===== src/rtl/uart_alu_intf.sv =====
// Command sequencer between the UART RX/TX FIFOs and an external combinational ALU.
// Pops operand A, operand B and opcode, captures the ALU result, then pushes it to TX.
module uart_alu_intf #(
  parameter int DBIT = 8,
  parameter int OP_W = 6
) (
  input  logic            i_clk,
  input  logic            i_reset,
  input  logic            i_rx_empty,
  input  logic [DBIT-1:0] i_r_data,
  output logic            o_rd_uart,
  input  logic            i_tx_full,
  output logic            o_wr_uart,
  output logic [DBIT-1:0] o_w_data,
  output logic [DBIT-1:0] o_alu_a,
  output logic [DBIT-1:0] o_alu_b,
  output logic [OP_W-1:0] o_alu_op,
  input  logic [DBIT-1:0] i_alu_result,
  output logic            o_busy
);

  typedef enum logic [2:0] {
    S_GET_A  = 3'd0,
    S_GET_B  = 3'd1,
    S_GET_OP = 3'd2,
    S_EXEC   = 3'd3,
    S_SEND   = 3'd4
  } state_e;

  state_e          state_q, state_d;
  logic [DBIT-1:0] a_q, a_d;
  logic [DBIT-1:0] b_q, b_d;
  logic [OP_W-1:0] op_q, op_d;
  logic [DBIT-1:0] result_q, result_d;

  always_ff @(posedge i_clk or posedge i_reset) begin
    if (i_reset) begin
      state_q  <= S_GET_A;
      a_q      <= '0;
      b_q      <= '0;
      op_q     <= '0;
      result_q <= '0;
    end else begin
      state_q  <= state_d;
      a_q      <= a_d;
      b_q      <= b_d;
      op_q     <= op_d;
      result_q <= result_d;
    end
  end

  always_comb begin
    state_d   = state_q;
    a_d       = a_q;
    b_d       = b_q;
    op_d      = op_q;
    result_d  = result_q;
    o_rd_uart = 1'b0;
    o_wr_uart = 1'b0;
    case (state_q)
      S_GET_A: begin
        if (!i_rx_empty) begin
          o_rd_uart = 1'b1;
          a_d       = i_r_data;
          state_d   = S_GET_B;
        end
      end
      S_GET_B: begin
        if (!i_rx_empty) begin
          o_rd_uart = 1'b1;
          b_d       = i_r_data;
          state_d   = S_GET_OP;
        end
      end
      S_GET_OP: begin
        if (!i_rx_empty) begin
          o_rd_uart = 1'b1;
          op_d      = i_r_data[OP_W-1:0];
          state_d   = S_EXEC;
        end
      end
      S_EXEC: begin
        result_d = i_alu_result;
        state_d  = S_SEND;
      end
      S_SEND: begin
        // Result stays parked here while the TX FIFO is full.
        if (!i_tx_full) begin
          o_wr_uart = 1'b1;
          state_d   = S_GET_A;
        end
      end
      default: state_d = S_GET_A;
    endcase
  end

  assign o_w_data = result_q;
  assign o_alu_a  = a_q;
  assign o_alu_b  = b_q;
  assign o_alu_op = op_q;
  assign o_busy   = (state_q != S_GET_A);

endmodule


===== config.mk =====
export PLATFORM = sky130hd
export DESIGN_NAME = uart_alu_intf
export DESIGN_NICKNAME = d
export VERILOG_FILES = /design/src/rtl/uart_alu_intf.sv
export SDC_FILE = /design/constraint.sdc
export NUM_CORES = 1
export LEC_CHECK = 0
export ABC_AREA = 1
export BUFFER_PORTS_ARGS = -buffer_cell sky130_fd_sc_hd__buf_4
export CAP_MARGIN = 5
export CORE_UTILIZATION = 51
export CTS_CLUSTER_SIZE = 25
export DETAILED_ROUTE_END_ITERATION = 12
export PLACE_DENSITY = 0.83
export SYNTH_ARGS = -nofsm -noshare
export SYNTH_HDL_FRONTEND = slang
export SYNTH_SLANG_ARGS = --single-unit

===== constraint.sdc =====
create_clock -name i_clk -period 1.9 [get_ports i_clk]
set_input_delay 0.095 -clock i_clk [delete_from_list [all_inputs] [get_ports i_clk]]
set_output_delay 0.095 -clock i_clk [all_outputs]
set_load 0.01 [all_outputs]

== Word-level counts from Yosys, hierarchy flattened ==
Index checks and enable logic that the tools add are counted.
Cells by class
  equality and inequality tests: 8
  mux-type cells: 9
  bitwise logic cells: 1
  reductions and logical operators: 7
Operators by type and width (count)
  $pmux W3 S5: 1
  $mux W3: 4
  $ne A2 B2 Y1 const B: 4
  $eq A3 B2 Y1 const B: 2
  $reduce_and A2 Y1: 3
  $mux W1: 4
  $reduce_and A4 Y1: 1
  $eq A3 B1 Y1 const B: 1
  $eq A3 B3 Y1 const B: 1
  $logic_not A3 Y1: 1
  $reduce_bool A3 Y1: 1
  $reduce_or A3 Y1: 1
  $not A1 Y1: 1
Storage, ports and cells
  flip-flop bits (word level): 33
  output and inout bits: 33
  logic and storage cells: 30

== Depth between registers and ports, before layout ==
Gate-level depths: netlist of the first run.
  word-level depth: 3
  gate-level depth with buffers: 6
  gate-level depth less buffers: 6

== Worst setup path before layout of the first run ==
Ideal clock, no wire load.
  path kind: reg-to-reg
  from: register state_q[0]
  to: register op_q[0] (netlist: o_alu_op[0])
  setup time: 0.117 ns
  arrival: 1.008 ns
  required time: 1.783 ns
  setup slack: 0.776 ns
  stages on the path, launching flop included: 7
  cell sequence: dfrtp_1 -> nor2_1 -> nand2_2 -> inv_1 -> nand2_1 -> nand2_1 -> nand2_1
Between the ends
  longest elaborated chain between the ends: 2
Ends and longest elaborated chain
  from (decl): line 30  | state_e state_q, state_d;
  from (signal assigned): line 44  | state_q <= state_d;
  $eq A3 B2 Y1: line 60  | case (state_q)
  $reduce_and A2 Y1 (no source line)
  to (signal assigned): line 47  | op_q <= op_d;
  to (decl): line 33  | logic [OP_W-1:0] op_q, op_d;
No other way between the ends.
A chain may end at the register's enable or synchronous reset.

== Final worst setup path of the first run ==
  from: register state_q[1]
  to: output port o_rd_uart
Between the ends
  longest elaborated chain between the ends: 3
Ends and longest elaborated chain
  $eq A3 B2 Y1 (tied with other cells): line 60
  $reduce_or A3 Y1 (no source line) (*)
  $mux W1 (*)
  to (decl): line 11  | output logic o_rd_uart,
Every way passes the cells marked *; elsewhere a longest branch is shown, timed or not.

==> metrics.sh, run 1 <==
POWER-PER-CELL-AREA_nW_PER_UM2=1610
SYNTH_MOST_COMMON_CELL='sky130_fd_sc_hd__nand2_1'
INITIALDRTVIOLATIONCOUNT=34
SYNTH_TOP_FLOP_CELL='sky130_fd_sc_hd__dfrtp_1'
TYPE_OF_THE_WORST_MIN_DELAY_PATH='in2reg'
MAPPEDNETLISTAREA_UM2=1341
ROUTE.DETAILED.DRC=0
CRITPATHMAXSTAGEDELAY_NS=0.51
SYNTH-WARNING-COUNT=0
PLACE_INST=237
WORST_HOLD_PATH.NUM_CELLS=3
INITIAL_ANTENNA_VIOLATION_COUNT=0
DPL_CELL_AREA_UM2=1758
CLKLATENCYLATEPIN_NS=0.34
POSTSYNTHREGISTERBITS=33
CLOCK_PATH_BUFFERS=2
FINALSETUPVIOLATIONS=0
NUM_ANTENNA_CELLS=0
TRITONCTS='built'
TIMING.CRITICAL_PATH.FROM_TYPE='register'
POST-CTS-SETUP-BUFFERS=0
SYNTH_EDF_COUNT=0
DRT_PASS1_ITERATIONS=4
IO_BUFFER_COUNT=52
PLACE.DETAILED.HPWL_MM=2.295
FINAL.SETUP_SKEW_NS=0.01458
RATIO_OF_CELLS_WITH_DRIVE_ABOVE_1_IN_THE_FINAL_LAYOUT=0.2863
OUTCOME='finished, final reports clean'
CTSHTREEMAXLEVEL=2
PLACE.GP.CONGESTION=0.8979
PERIOD_SHARE=0.8721
WORST_PIN_SLEW_NS=0.5158
WL_PER_CELL_UM=13.19
GRT_MAX_DEGREE=34
GRT_PASS1_WL_MM=5.506
RSZ0062_AT_GRT='no'
FINAL.MIN_CLOCK_PERIOD_NS=1.657
SYNTH_ASYNC_SR_FLOP_SHARE=1.000
WORST_REG2REG_PATH_LENGTH_IN_CELLS=2
TOTAL_LEAKAGE_POWER_nW=1.120
CAP_VIOL_MAX_COUNT=0
SYNTH-SEQ-AREA-SHARE=0.6157
FINAL-HOLD-VIOLATION-COUNT=0
CTS.SINKS=33
TRACK_USAGE=0.2854
FIN_CELLS=257
POWER.TOTAL_W=0.003161
SLEW_HEADROOM=0.6552
SYN_AVG_CELL_AREA_UM2=8.598
SETUP.WORST_PATH.END_CLASS='output port'
DESIGN.DIE.AREA_UM2=2839
WORSTPATHCELLLIST='inv_2, nand3_1, nor2_4, nor2_1, inv_1, buf_4'
SETUP_TNS_NS=0
OVERALL_ROUTED_NET_LENGTH_MM=3.389
LARGEST_FANOUT_ON_THE_CRITICAL_PATH=9
WORSTPATHARRIVAL_NS=1.56
CLKTRANSATPATHREGS_NS=0.10
SYNTH_TOP_CELLS_BY_AREA='sky130_fd_sc_hd__dfrtp_1 62%, sky130_fd_sc_hd__nand2_1 23%, sky130_fd_sc_hd__inv_1 4.2%'
CTS-BUFFERS-INSERTED=5
DIE_WIDTH_UM=53.29
SETUP.WORST_PATH.CLASS='reg2out'
INITIAL_UTILIZATION=0.5414
FIN_NETS=246
GRT_PASS1_VIAS=1260
R2R_SETUP_SLACK_NS=0.48
GRT_OVERFLOW=0
PROPORTION_OF_NETLIST_AREA_HELD_BY_THE_LARGEST_AREA_CONTRIBUTOR=0.6157
CTSROOTBUFFERMASTER='sky130_fd_sc_hd__clkbuf_4'
SYNTH_LARGEST_AREA_CELL='sky130_fd_sc_hd__dfrtp_1'
YOSYS.CELL_TYPES.COUNT=14
DRV_SLEW=0
WORST_EP_REQUIRED_TIME_NS=1.80
VIAS_PER_CELL=4.922
SYN-NUM-NETS=176
CORE.ROWCOUNT=18
IO_PINS=53
HOLD_SLACK_NS=0.01407
CP_SLOWEST_CELL='sky130_fd_sc_hd__dfrtp_1'
ANTENNA_VIOLATING_NETS_POST_ROUTE=0
ROUTED-VIA-COUNT=1265
NETLIST_TOP_CELLS_COUNT='81 x sky130_fd_sc_hd__nand2_1, 33 x sky130_fd_sc_hd__dfrtp_1, 15 x sky130_fd_sc_hd__inv_1'
SYNTHCELLS=156
STANDARD_CELL_CORE_AREA_UM2=2477
CLOCK.FMAX_GHz=0.6035
SYN_TO_FINAL_GROWTH_PCT=46.36
FINAL_AREA_UM2=1963
DIE_H_UM=53.29
IRDROPWORSTVDD_V=0.001156
metrics by stage:
step | worst slack [ns] | utilization
after floorplan | 0.7757 | -
after global placement | 0.6150 | 0.7096
after detailed placement | 0.5191 | 0.7096
after CTS | 0.2497 | 0.7924
after global routing | 0.1209 | 0.7924
final | 0.2431 | 0.7924
cells in the final DEF, fill, tap and decap left out:
cell / count
sky130_fd_sc_hd__nand2_1: 81
sky130_fd_sc_hd__buf_4: 53
sky130_fd_sc_hd__dfrtp_1: 33
sky130_fd_sc_hd__inv_1: 15
sky130_fd_sc_hd__dlygate4sd3_1: 12
sky130_fd_sc_hd__o21ai_0: 9
sky130_fd_sc_hd__nand3_1: 5
sky130_fd_sc_hd__clkbuf_4: 5
sky130_fd_sc_hd__nor2_1: 4
sky130_fd_sc_hd__nor2_4: 2
sky130_fd_sc_hd__nand2_2: 1
sky130_fd_sc_hd__inv_2: 1
sky130_fd_sc_hd__nor2_2: 1
sky130_fd_sc_hd__nor4_1: 1
sky130_fd_sc_hd__nand4_1: 1
sky130_fd_sc_hd__clkbuf_8: 1
sky130_fd_sc_hd__bufinv_16: 1
sky130_fd_sc_hd__clkbuf_1: 1
final cells by class:
cell class              count  area (um^2)
inverters                  16        60.06
clock inverters             1        30.03
well taps                  30        37.54
repair buffers             65        518.0
flip-flops and latches     33        825.8
multi-input cells         105        436.7
fillers                   162        514.2
clock buffers               7        55.05
worst paths after layout:
| kind | start | endpoint |
|---|---|---|
| hold reg to reg | o_alu_op[2] | o_alu_op[2] |
| max in group asynchronous | i_reset | o_alu_op[5] |
| min in group asynchronous | i_reset | o_alu_b[5] |
| setup reg to reg | state_q[1] | o_w_data[6] |
| setup / recovery | state_q[1] | o_rd_uart |
| hold / removal | i_alu_result[2] | o_w_data[2] |
sequential cells by signal, indices dropped and copies added, names as in the netlist:
signal	cells
o_alu_a	8
o_alu_b	8
o_w_data	8
o_alu_op	6
state_q	3
critical path, delay by kind of cell (launching register included):
kind	cells	cell delay (ns)
AND/OR/NAND/NOR	3	0.44
buffers and inverters	3	0.28
flip-flops	1	0.51
logic make-up after synthesis:
logic type,after synthesis,share of synthesized area
buf+inv,18,0.05876
compound gates,9,0.03358
simple gates,96,0.2920
flops,33,0.6157
power by group:
part	switching (W)	leakage, nW	internal [W]	total [W]
clock network	0.000238	0.0455	0.000314	0.000552
registers	0.000223	0.411	0.00103	0.00125
logic	0.000723	0.664	0.000633	0.00136
layer usage:
metal	part of all wire	track usage
met4	0.024	0.1447
met3	0.061	0.07184
met2	0.50	0.4667
met1	0.41	0.3439
met5	0	0
what timing repair did:
| item | 4_1_cts | 5_1_grt |
|---|---|---|
| hold endpoints to repair | 57 | 0 |
| hold buffers | 12 | 0 |
| gates resized for setup | 0 | 0 |
(Power assumes the default switching activity.)
==> run 2: changes to the inputs <==
CORE_UTILIZATION = 42   (was 51)
PLACE_DENSITY = 0.73   (was 0.83)
clock period = 1.35 ns   (was 1.9 ns; I/O delays follow)
==> metrics.sh, run 2 (synthesized netlist as in run 1, its figures left out) <==
WORST-PATH-BUF-INV=3
CLKTRANSATPATHREGS_NS=0.10
DESIGN.DIE.AREA_UM2=3423
IO_PINS=53
WORST_R2R_ENDPOINT='o_alu_a[4]'
CP_TOP_FAMILY='flip-flops'
PERIOD_SHARE=1.037
CLOCK_PATH_BUFFERS=2
PLACE_WORST_SETUP_SLACK_NS=0.06121
TRITONCTS='built'
GRT_PASS1_WL_MM=5.630
GRT_MAX_DEGREE=34
CLOCK.FMAX_GHz=0.7143
RATIO_OF_CELLS_WITH_DRIVE_ABOVE_1_IN_THE_FINAL_LAYOUT=0.3498
DIE_WIDTH_UM=58.51
WORST_REG2REG_PATH_LENGTH_IN_CELLS=6
SETUP_WS_NS=-0.05005
FINAL_COMMON_CELL='sky130_fd_sc_hd__nand2_1'
TIMING.CRITICAL_PATH.TO='o_rd_uart'
SLEW_HEADROOM=0.7211
FIN_NETS=262
LARGEST_FANOUT_ON_THE_CRITICAL_PATH=6
TIMING.CRITICAL_PATH.FROM_TYPE='register'
CORE.ROWCOUNT=20
GRT_OVERFLOW=0
OVERALL_ROUTED_NET_LENGTH_MM=3.561
FINALSETUPVIOLATIONS=3
SETUP_TNS_NS=-0.07716
POWER-PER-CELL-AREA_nW_PER_UM2=2122
PLACE.DETAILED.HPWL_MM=2.308
TYPE_OF_THE_WORST_MIN_DELAY_PATH='in2reg'
INITIALDRTVIOLATIONCOUNT=56
VIAS_PER_CELL=4.557
CTSROOTBUFFERMASTER='sky130_fd_sc_hd__clkbuf_4'
ANTENNA_VIOLATING_NETS_POST_ROUTE=0
CTS-BUFFERS-INSERTED=5
IO_BUFFER_COUNT=52
R2R-START='state_q[0]'
GRTUSAGEMET3=0.07692
SYN_TO_FINAL_GROWTH_PCT=58.68
WORSTPATHCELLLIST='nor2_4, nand2_4, inv_2, nor2_1, inv_1, buf_4'
MOSTFREQUENTLAYOUTCELLS='80 x sky130_fd_sc_hd__nand2_1, 62 x sky130_fd_sc_hd__buf_4, 31 x sky130_fd_sc_hd__dfrtp_1'
CLKLATENCYLATEPIN_NS=0.34
OUTCOME='finished with violations'
WORSTPATHARRIVAL_NS=1.33
ROUTED-VIA-COUNT=1308
TOTAL_LEAKAGE_POWER_nW=1.186
CRITPATHMAXSTAGEDELAY_NS=0.49
FAILED_CHECKS='negative setup slack'
CTSHTREEMAXLEVEL=2
SETUP.WORST_PATH.END_CLASS='output port'
ROUTE.DETAILED.DRC=0
DIE_H_UM=58.51
SETUP.WORST_PATH.CLASS='reg2out'
GRT_PASS1_VIAS=1345
FINAL.SETUP_SKEW_NS=0.007536
DRV_SLEW=0
CTS.SINKS=33
WL_PER_CELL_UM=12.41
IRDROPWORSTVDD_V=0.0009448
FILLERINSTANCES=253
STANDARD_CELL_CORE_AREA_UM2=3053
CRIT_PATH_FROM='state_q[0]'
CP_SLOWEST_CELL='sky130_fd_sc_hd__dfrtp_2'
FINAL-HOLD-VIOLATION-COUNT=0
RSZ0062_AT_GRT='yes'
PLACE.GP.CONGESTION=0.7236
CP.DEPTH=6
TRACK_USAGE=0.2237
INITIAL_UTILIZATION=0.4393
NUM_ANTENNA_CELLS=0
GLOBAL_ROUTE.USAGE.MET2=0.4089
WORST_PIN_SLEW_NS=0.4183
FINAL.MIN_CLOCK_PERIOD_NS=1.400
CAP_VIOL_MAX_COUNT=0
GRT_MOST_USED_LAYER='met2'
DRT_PASS1_ITERATIONS=4
WORST_EP_REQUIRED_TIME_NS=1.28
FIN_UTIL=0.6971
R2R_SETUP_SLACK_NS=0.05
INITIAL_ANTENNA_VIOLATION_COUNT=0
USE_MET1=0.2424
-- run 2: what timing repair did --
| action | in CTS | in global routing |
|---|---|---|
| pin swaps | 3 | 5 |
| endpoints found under the setup margin | 2 | 6 |
| endpoints found under the hold margin | 64 | 0 |
| resized for setup | 7 | 6 |
| hold buffers | 18 | 0 |
| setup buffers | 4 | 4 |
| gates cloned | 0 | 0 |
-- run 2: worst min-delay path by stage --
stage,endpoint,slack (ns),from,depth (start not counted)
floorplan,o_alu_b[0],0.18,i_r_data[0],2
global placement,o_w_data[7],0.18,i_reset,3
detailed placement,o_w_data[7],0.18,i_reset,3
CTS,state_q[1],0.009,i_rx_empty,3
global route,state_q[1],0.03,i_rx_empty,3
finish,state_q[1],0.02,i_rx_empty,3
-- run 2: worst reg2reg max path, cell delays in order, from the launching register on --
cell	delay, ns
sky130_fd_sc_hd__dfrtp_2	0.49
sky130_fd_sc_hd__nor2_4	0.18
sky130_fd_sc_hd__nand2_4	0.08
sky130_fd_sc_hd__buf_4	0.14
sky130_fd_sc_hd__nor2_4	0.18
sky130_fd_sc_hd__nand2_1	0.09
sky130_fd_sc_hd__nand2_1	0.08
-- run 2: area by class of cell --
type | count | area [um^2] | area share
clock buffer | 5 | 37.54 | 0.01764
multi-input combinational | 105 | 473.0 | 0.2222
tap | 44 | 55.05 | 0.02587
timing repair buffer | 81 | 656.9 | 0.3086
sequential | 33 | 828.3 | 0.3892
clock inverter | 3 | 17.52 | 0.008230
inverter | 16 | 60.06 | 0.02822
-- run 2: metal layers --
layer  up-vias  part of all wire
li1        645                 -
met3         6             0.076
met1       601              0.40
met2        56              0.51
met4         0             0.013
met5         -                 0
-- run 2: stage by stage --
step	power, W	cells	hold slack [ns]	cell area (um^2)
after floorplan	0.002683	156	0.1771	1341
after CTS	0.004385	283	0.009397	2078
after detailed placement	0.003666	253	0.1839	1790
after global placement	0.003589	253	0.1819	1790
final	0.004517	287	0.02333	2128
after global routing	0.004855	287	0.02644	2128
-- run 2: report_power, final --
part | switching, W | internal (W)
Sequential | 0.000322 | 0.00146
Clock | 0.000341 | 0.000196
Combinational | 0.00110 | 0.00110
